**src/rtl/select_best_hop.sv**
```systemverilog
// select_best_hop: scans the neighbour table and picks the eligible neighbour
// with the lowest qValue as next hop. A neighbour is eligible when its battery
// is at or above BAT_MIN. The block then writes this node's advertised value
// (best qValue plus HOP_COST, saturated) to MY_VALUE_ADDR.
// Memory reads take one cycle: an address driven on one edge returns data that
// is sampled on the following edge.
module select_best_hop #(
    parameter logic [15:0] HOP_COST      = 16'd1,
    parameter logic [15:0] BAT_MIN       = 16'd10,
    parameter int          MAX_NEIGHBORS = 64,
    parameter logic [15:0] MY_VALUE_ADDR = 16'h68C
) (
    input  logic        clock,
    input  logic        nrst,
    input  logic        start,
    input  logic [15:0] data_in,
    output logic [15:0] address,
    output logic        wr_en,
    output logic [15:0] data_out,
    output logic [15:0] best_neighborID,
    output logic [15:0] best_qValue,
    output logic        no_route,
    output logic        done
);

    // The counter must hold MAX_NEIGHBORS itself, not just MAX_NEIGHBORS-1.
    localparam int          CNT_W    = $clog2(MAX_NEIGHBORS + 1);
    localparam logic [15:0] CNT_ADDR = 16'h068A;
    localparam logic [15:0] ID_BASE  = 16'h0048;
    localparam logic [15:0] BAT_BASE = 16'h0148;
    localparam logic [15:0] Q_BASE   = 16'h01C8;
    localparam logic [15:0] NONE     = 16'hFFFF;

    typedef enum logic [2:0] {
        S_IDLE    = 3'd0,
        S_CAP_CNT = 3'd1,
        S_CAP_Q   = 3'd2,
        S_EVAL    = 3'd3,
        S_CAP_ID  = 3'd4,
        S_WRITE   = 3'd5,
        S_DONE    = 3'd6
    } state_t;

    // Each table entry is one 16-bit word, so entries are 2 bytes apart.
    function automatic logic [15:0] entry_addr(input logic [15:0] base,
                                               input logic [CNT_W-1:0] idx);
        return base + (16'(idx) << 1);
    endfunction

    // Clamp the stored neighbour count to the table capacity.
    function automatic logic [CNT_W-1:0] clamp_count(input logic [15:0] raw);
        if (raw > 16'(MAX_NEIGHBORS))
            return CNT_W'(MAX_NEIGHBORS);
        return CNT_W'(raw);
    endfunction

    // The add is done at 17 bits. The result is capped at 0xFFFE, because
    // 0xFFFF is reserved to advertise "no route".
    function automatic logic [15:0] sat_hop(input logic [15:0] q);
        logic [16:0] sum;
        sum = {1'b0, q} + {1'b0, HOP_COST};
        if (sum > 17'h0FFFE)
            return 16'hFFFE;
        return sum[15:0];
    endfunction

    state_t           state_q, state_d;

    // Control and output registers.
    logic [15:0]      addr_q, addr_d;
    logic [15:0]      dout_q, dout_d;
    logic             wr_q, wr_d;
    logic             done_q, done_d;
    logic             noroute_q, noroute_d;
    logic [15:0]      bid_q, bid_d;
    logic [15:0]      bq_q, bq_d;
    logic [CNT_W-1:0] n_q, n_d;
    logic [CNT_W-1:0] ntot_q, ntot_d;
    logic             found_q, found_d;

    // Datapath holding registers. These are only consulted once found_q
    // qualifies them.
    logic [15:0]      q_q, q_d;
    logic [15:0]      bestq_q, bestq_d;
    logic [CNT_W-1:0] bestidx_q, bestidx_d;

    // Evaluation helpers used in S_EVAL.
    logic [CNT_W-1:0] cnt_clamped;
    logic             eligible;
    logic             take;
    logic [CNT_W-1:0] n_inc;
    logic             more;
    logic             found_after;
    logic [CNT_W-1:0] id_idx;

    // Compare the current candidate against the running best.
    // Strict less-than means that on a tie the lower index wins.
    always_comb begin
        cnt_clamped = clamp_count(data_in);
        eligible    = (data_in >= BAT_MIN);
        take        = eligible && (!found_q || (q_q < bestq_q));
        n_inc       = n_q + CNT_W'(1);
        more        = (n_inc < ntot_q);
        found_after = found_q | take;
        id_idx      = take ? n_q : bestidx_q;
    end

    // State register.
    always_ff @(posedge clock or negedge nrst) begin
        if (!nrst)
            state_q <= S_IDLE;
        else
            state_q <= state_d;
    end

    // Next-state logic.
    always_comb begin
        state_d = state_q;
        case (state_q)
            S_IDLE, S_DONE: if (start) state_d = S_CAP_CNT;
            S_CAP_CNT:      state_d = (cnt_clamped == '0) ? S_WRITE : S_CAP_Q;
            S_CAP_Q:        state_d = S_EVAL;
            S_EVAL: begin
                if (more)
                    state_d = S_CAP_Q;
                else if (found_after)
                    state_d = S_CAP_ID;
                else
                    state_d = S_WRITE;
            end
            S_CAP_ID:       state_d = S_WRITE;
            S_WRITE:        state_d = S_DONE;
            default:        state_d = S_IDLE;
        endcase
    end

    // Output logic: next values for the registered outputs and the datapath.
    always_comb begin
        addr_d    = addr_q;
        dout_d    = dout_q;
        wr_d      = 1'b0;
        done_d    = done_q;
        noroute_d = noroute_q;
        bid_d     = bid_q;
        bq_d      = bq_q;
        n_d       = n_q;
        ntot_d    = ntot_q;
        found_d   = found_q;
        q_d       = q_q;
        bestq_d   = bestq_q;
        bestidx_d = bestidx_q;
        case (state_q)
            S_IDLE, S_DONE: begin
                if (start) begin
                    done_d    = 1'b0;
                    noroute_d = 1'b0;
                    bid_d     = NONE;
                    bq_d      = NONE;
                    n_d       = '0;
                    found_d   = 1'b0;
                    addr_d    = CNT_ADDR;
                end
            end
            S_CAP_CNT: begin
                ntot_d = cnt_clamped;
                if (cnt_clamped == '0) begin
                    noroute_d = 1'b1;
                    addr_d    = MY_VALUE_ADDR;
                    dout_d    = NONE;
                    wr_d      = 1'b1;
                end else begin
                    addr_d = entry_addr(Q_BASE, '0);
                end
            end
            S_CAP_Q: begin
                q_d    = data_in;
                addr_d = entry_addr(BAT_BASE, n_q);
            end
            S_EVAL: begin
                if (take) begin
                    bestq_d   = q_q;
                    bestidx_d = n_q;
                    found_d   = 1'b1;
                end
                n_d = n_inc;
                if (more) begin
                    addr_d = entry_addr(Q_BASE, n_inc);
                end else if (found_after) begin
                    addr_d = entry_addr(ID_BASE, id_idx);
                end else begin
                    noroute_d = 1'b1;
                    addr_d    = MY_VALUE_ADDR;
                    dout_d    = NONE;
                    wr_d      = 1'b1;
                end
            end
            S_CAP_ID: begin
                bid_d  = data_in;
                bq_d   = bestq_q;
                addr_d = MY_VALUE_ADDR;
                dout_d = sat_hop(bestq_q);
                wr_d   = 1'b1;
            end
            S_WRITE: begin
                done_d = 1'b1;
            end
            default: ;
        endcase
    end

    // Control and output registers. Asynchronous reset clears any write
    // strobe immediately.
    always_ff @(posedge clock or negedge nrst) begin
        if (!nrst) begin
            addr_q    <= '0;
            dout_q    <= '0;
            wr_q      <= 1'b0;
            done_q    <= 1'b0;
            noroute_q <= 1'b0;
            bid_q     <= NONE;
            bq_q      <= NONE;
            n_q       <= '0;
            ntot_q    <= '0;
            found_q   <= 1'b0;
        end else begin
            addr_q    <= addr_d;
            dout_q    <= dout_d;
            wr_q      <= wr_d;
            done_q    <= done_d;
            noroute_q <= noroute_d;
            bid_q     <= bid_d;
            bq_q      <= bq_d;
            n_q       <= n_d;
            ntot_q    <= ntot_d;
            found_q   <= found_d;
        end
    end

    // Datapath holding registers. These need no reset.
    always_ff @(posedge clock) begin
        q_q       <= q_d;
        bestq_q   <= bestq_d;
        bestidx_q <= bestidx_d;
    end

    assign address         = addr_q;
    assign wr_en           = wr_q;
    assign data_out        = dout_q;
    assign best_neighborID = bid_q;
    assign best_qValue     = bq_q;
    assign no_route        = noroute_q;
    assign done            = done_q;

endmodule

```
**config.mk**
```make
export PLATFORM = sky130hd
export DESIGN_NAME = select_best_hop
export DESIGN_NICKNAME = d
export VERILOG_FILES = /design/src/rtl/select_best_hop.sv
export SDC_FILE = /design/constraint.sdc
export NUM_CORES = 1
export LEC_CHECK = 0
export CAP_MARGIN = 20
export CORE_MARGIN = 2
export CORE_UTILIZATION = 55
export DETAILED_ROUTE_END_ITERATION = 8
export PLACE_DENSITY = 0.79
export RECOVER_POWER = 25
export SLEW_MARGIN = 5
export SYNTH_ARGS = -nofsm -noshare
export SYNTH_HDL_FRONTEND = slang
export SYNTH_SLANG_ARGS = --single-unit
```
**constraint.sdc**
```tcl
create_clock -name clock -period 7.3 [get_ports clock]
set_clock_uncertainty 0.05 [all_clocks]
set_input_delay 0.73 -clock clock [delete_from_list [all_inputs] [get_ports clock]]
set_output_delay 0.73 -clock clock [all_outputs]
set_load 0.01 [all_outputs]
```
==> results.py <==
metrics = {
    "status": {
        "status": "complete, but fails checks",
        "violations": "capacitance limit, slew limit",
    },
    "synthesis": {
        "synth.distinct_cells": 67,
        "synth.area.top_cells": "dfrtp_1 20%, edfxtp_1 20%, dfstp_2 14%, ha_1 5.8%, a21oi_1 4.2%",
        "synth_top_area_share_pct": 19.6,
        "synth-warning-count": 0,
        "ys_async_sr_fraction_pct": 66.9,
        "avgSynthCellArea_sq_um": 10.5,
        "synth_area_sq_um": 6000,
        "ys_seq_elements": 118,
        "yosysSeqAreaShare_pct": 53.1,
        "synth-edff-count": 39,
        "synth_top_area_cell": "dfrtp_1",
        "synth_flop_cell": "dfrtp_1",
        "syn_inst": 572,
    },
    "timing": {
        "timing.hold.ws_ns": 0.405,
        "worstMarginPinSlew_ns": 4.15,
        "grt_setup_unrepaired": "no",
        "final.setup.tns_ns": 0,
        "setup_viol": 0,
        "min_period_ns": 4.02,
        "timing.fmax_ghz": 0.249,
        "final_max_slew_viol_count": 80,
        "min_period_over_period_pct": 55.1,
        "max_slew_margin_pct": -177,
        "hold_viol": 0,
    },
    "critical_path": {
        "cp.required_ns": 6.92,
        "cp_max_fo": 79,
        "start_kind": "input pin",
        "critPathKind": "input pin to asynchronous set/reset pin",
        "critPathBufInv": 1,
        "cp.arrival_ns": 3.64,
        "worstPathCellList": "clkbuf_1",
        "slowest_delay_ns": 2.87,
        "crit_path_end_kind": "asynchronous set/reset pin",
        "cp_slowest_cell": "clkbuf_1",
        "crit_family": "buffers and inverters",
    },
    "min_path": {
        "hold_path_class": "flip-flop to flip-flop",
    },
    "detailed_routing": {
        "detail-route-antenna-nets": 0,
        "initialDrtViolationCount": 529,
        "wire_per_inst_microns": 19.3,
        "totalWireLength_mm": 15.4,
        "vias_per_cell": 6.19,
        "dr.pass1.iters": 5,
        "num_vias": 4964,
        "drc": 0,
    },
    "global_routing": {
        "grtUsageTotal_pct": 28.3,
        "grt_pass1_wl_mm": 25.3,
        "antenna_found_initial": 0,
        "grt_max_degree": 80,
        "grt_remaining_overflow": 0,
        "first_global_vias": 4971,
    },
    "floorplanning": {
        "core_sq_um": 10700,
        "ios": 86,
        "die_area_sq_um": 11800,
        "row_count": 38,
        "die_y_microns": 108,
        "start_util_pct": 55.9,
        "die_x_microns": 108,
    },
    "clock_network": {
        "clock_latency_ns": 0.54,
        "cts_buffers": 17,
        "ctsResizeCount": 0,
        "hold_buffers": 0,
        "post_cts_buffers": 0,
        "clockBufferDepth": 2,
        "cts_tree": "yes",
        "cts.sink_count": 118,
        "cts-root-buf": "clkbuf_8",
        "clkSlewWorstSetupHoldPaths_ns": 0.06,
        "htreeDepth": 4,
    },
    "power_and_ir_drop": {
        "powerDensity_nw_per_um2": 305,
        "p_leak_nw": 3.04,
        "vdd_drop_max_v": 0.000161,
    },
    "placed_design": {
        "placed_cells": 770,
        "place.gp.congestion": 0.959,
        "port_buffers": 79,
        "hpwl_mm": 10.7,
    },
    "layout": {
        "area_growth_pct": 24.0,
        "num_antenna_cells": 0,
        "final_cells": 802,
        "nFillCells": 801,
        "multi_input_area_sq_um": 2550,
        "drive_gt1_share_pct": 12.7,
        "register_area_sq_um": 3190,
        "nNetsFinal": 696,
    },
    "job": {
        "maxCapViolCount": 1,
    },
}
==> logic make-up after synthesis <==
family	count (synthesis)	share of synthesized area [%]
XOR/XNOR	24	3.50
AND/OR/NAND/NOR	162	12.9
AO/OA/AOI/OAI	165	18.4
multiplexers	7	1.23
flip-flops	118	53.1
other	1	0.0625
buffers and inverters	67	4.92
adder cells (fa/ha/maj)	28	5.84
==> flip-flops by register name, summed over array words and instances, names as in the netlist <==
name,cells
address,10
best_neighborID,16
best_qValue,16
bestidx_q,7
bestq_q,16
data_out,16
done,1
found_q,1
n_q,7
no_route,1
ntot_q,7
q_q,16
state_q,3
wr_en,1
==> cell usage after synthesis (all sizes together), types with 6 or more instances <==
cell type / n
nor3: 7
buf: 13
o21ai: 38
inv: 35
nand2: 39
dfrtp: 47
o22a: 19
xor2: 6
and3: 7
ha: 28
dfstp: 32
clkbuf: 18
a21oi: 50
nand2b: 6
edfxtp: 39
nand3: 13
xnor2: 18
nor4: 7
a31oi: 6
a22o: 7
nor2: 60
==> metrics by stage <==
step           power, mW  cell area [sq um]  util [%]  setup slack, ns
2_1_floorplan       1.22               6020         -             4.04
3_3_place_gp        1.45               6860      63.9             3.41
3_5_place_dp        1.47               6870      64.0             3.40
4_1_cts             2.27               7440      69.3             3.53
5_1_grt             2.38               7440      69.2             2.45
6_report            2.27               7440      69.2             3.28
==> placed cells by master, fill, tap and decap left out, drive strengths merged, types with 7 or more instances in the layout <==
master / instances
clkdlybuf4s50: 62
a21oi: 50
and3: 7
clkinv: 7
dfstp: 32
nor4: 7
xnor2: 18
o21ai: 38
dfrtp: 47
inv: 36
nor2: 60
a22o: 7
nand2: 39
o22a: 19
clkbuf: 23
dlygate4sd3: 16
ha: 28
nor3: 7
edfxtp: 39
nand3: 13
==> final timing paths <==
kind                                      to   start  slack, ns  cells past startpoint
worst max-delay path                  n_q[1]    nrst       3.28                      1
worst min-delay path              bestq_q[0]  q_q[0]       0.40                      0
worst max register to register    address[9]  n_q[0]       3.48                     12
worst min register to register    bestq_q[0]  q_q[0]       0.40                      0
max in group clock                address[9]  n_q[0]       3.48                     12
min in group asynchronous       data_out[11]    nrst       1.60                      1
==> power by group <==
group / switching (mW) / internal [mW] / leakage [nW]
Clock: 0.304 / 0.490 / 0.276
Sequential: 0.0967 / 0.811 / 1.30
Combinational: 0.317 / 0.252 / 1.46
==> layout make-up <==
type / instances / share of cell area, %
tap: 140 / 2.35
clock inverter: 10 / 1.28
timing repair buffer: 84 / 11.1
inverter: 36 / 1.82
multi-input combinational: 392 / 34.2
clock buffer: 22 / 6.37
sequential: 118 / 42.9
==> layer usage <==
layer,vias up,part of all wire [%],track usage [%]
met5,-,0,0
met1,2440,43,38.6
met3,46,7.4,6.15
li1,2221,-,-
met4,0,2.6,12.3
met2,257,47,43.8
No activity file was read; power rests on OpenSTA's default activity.
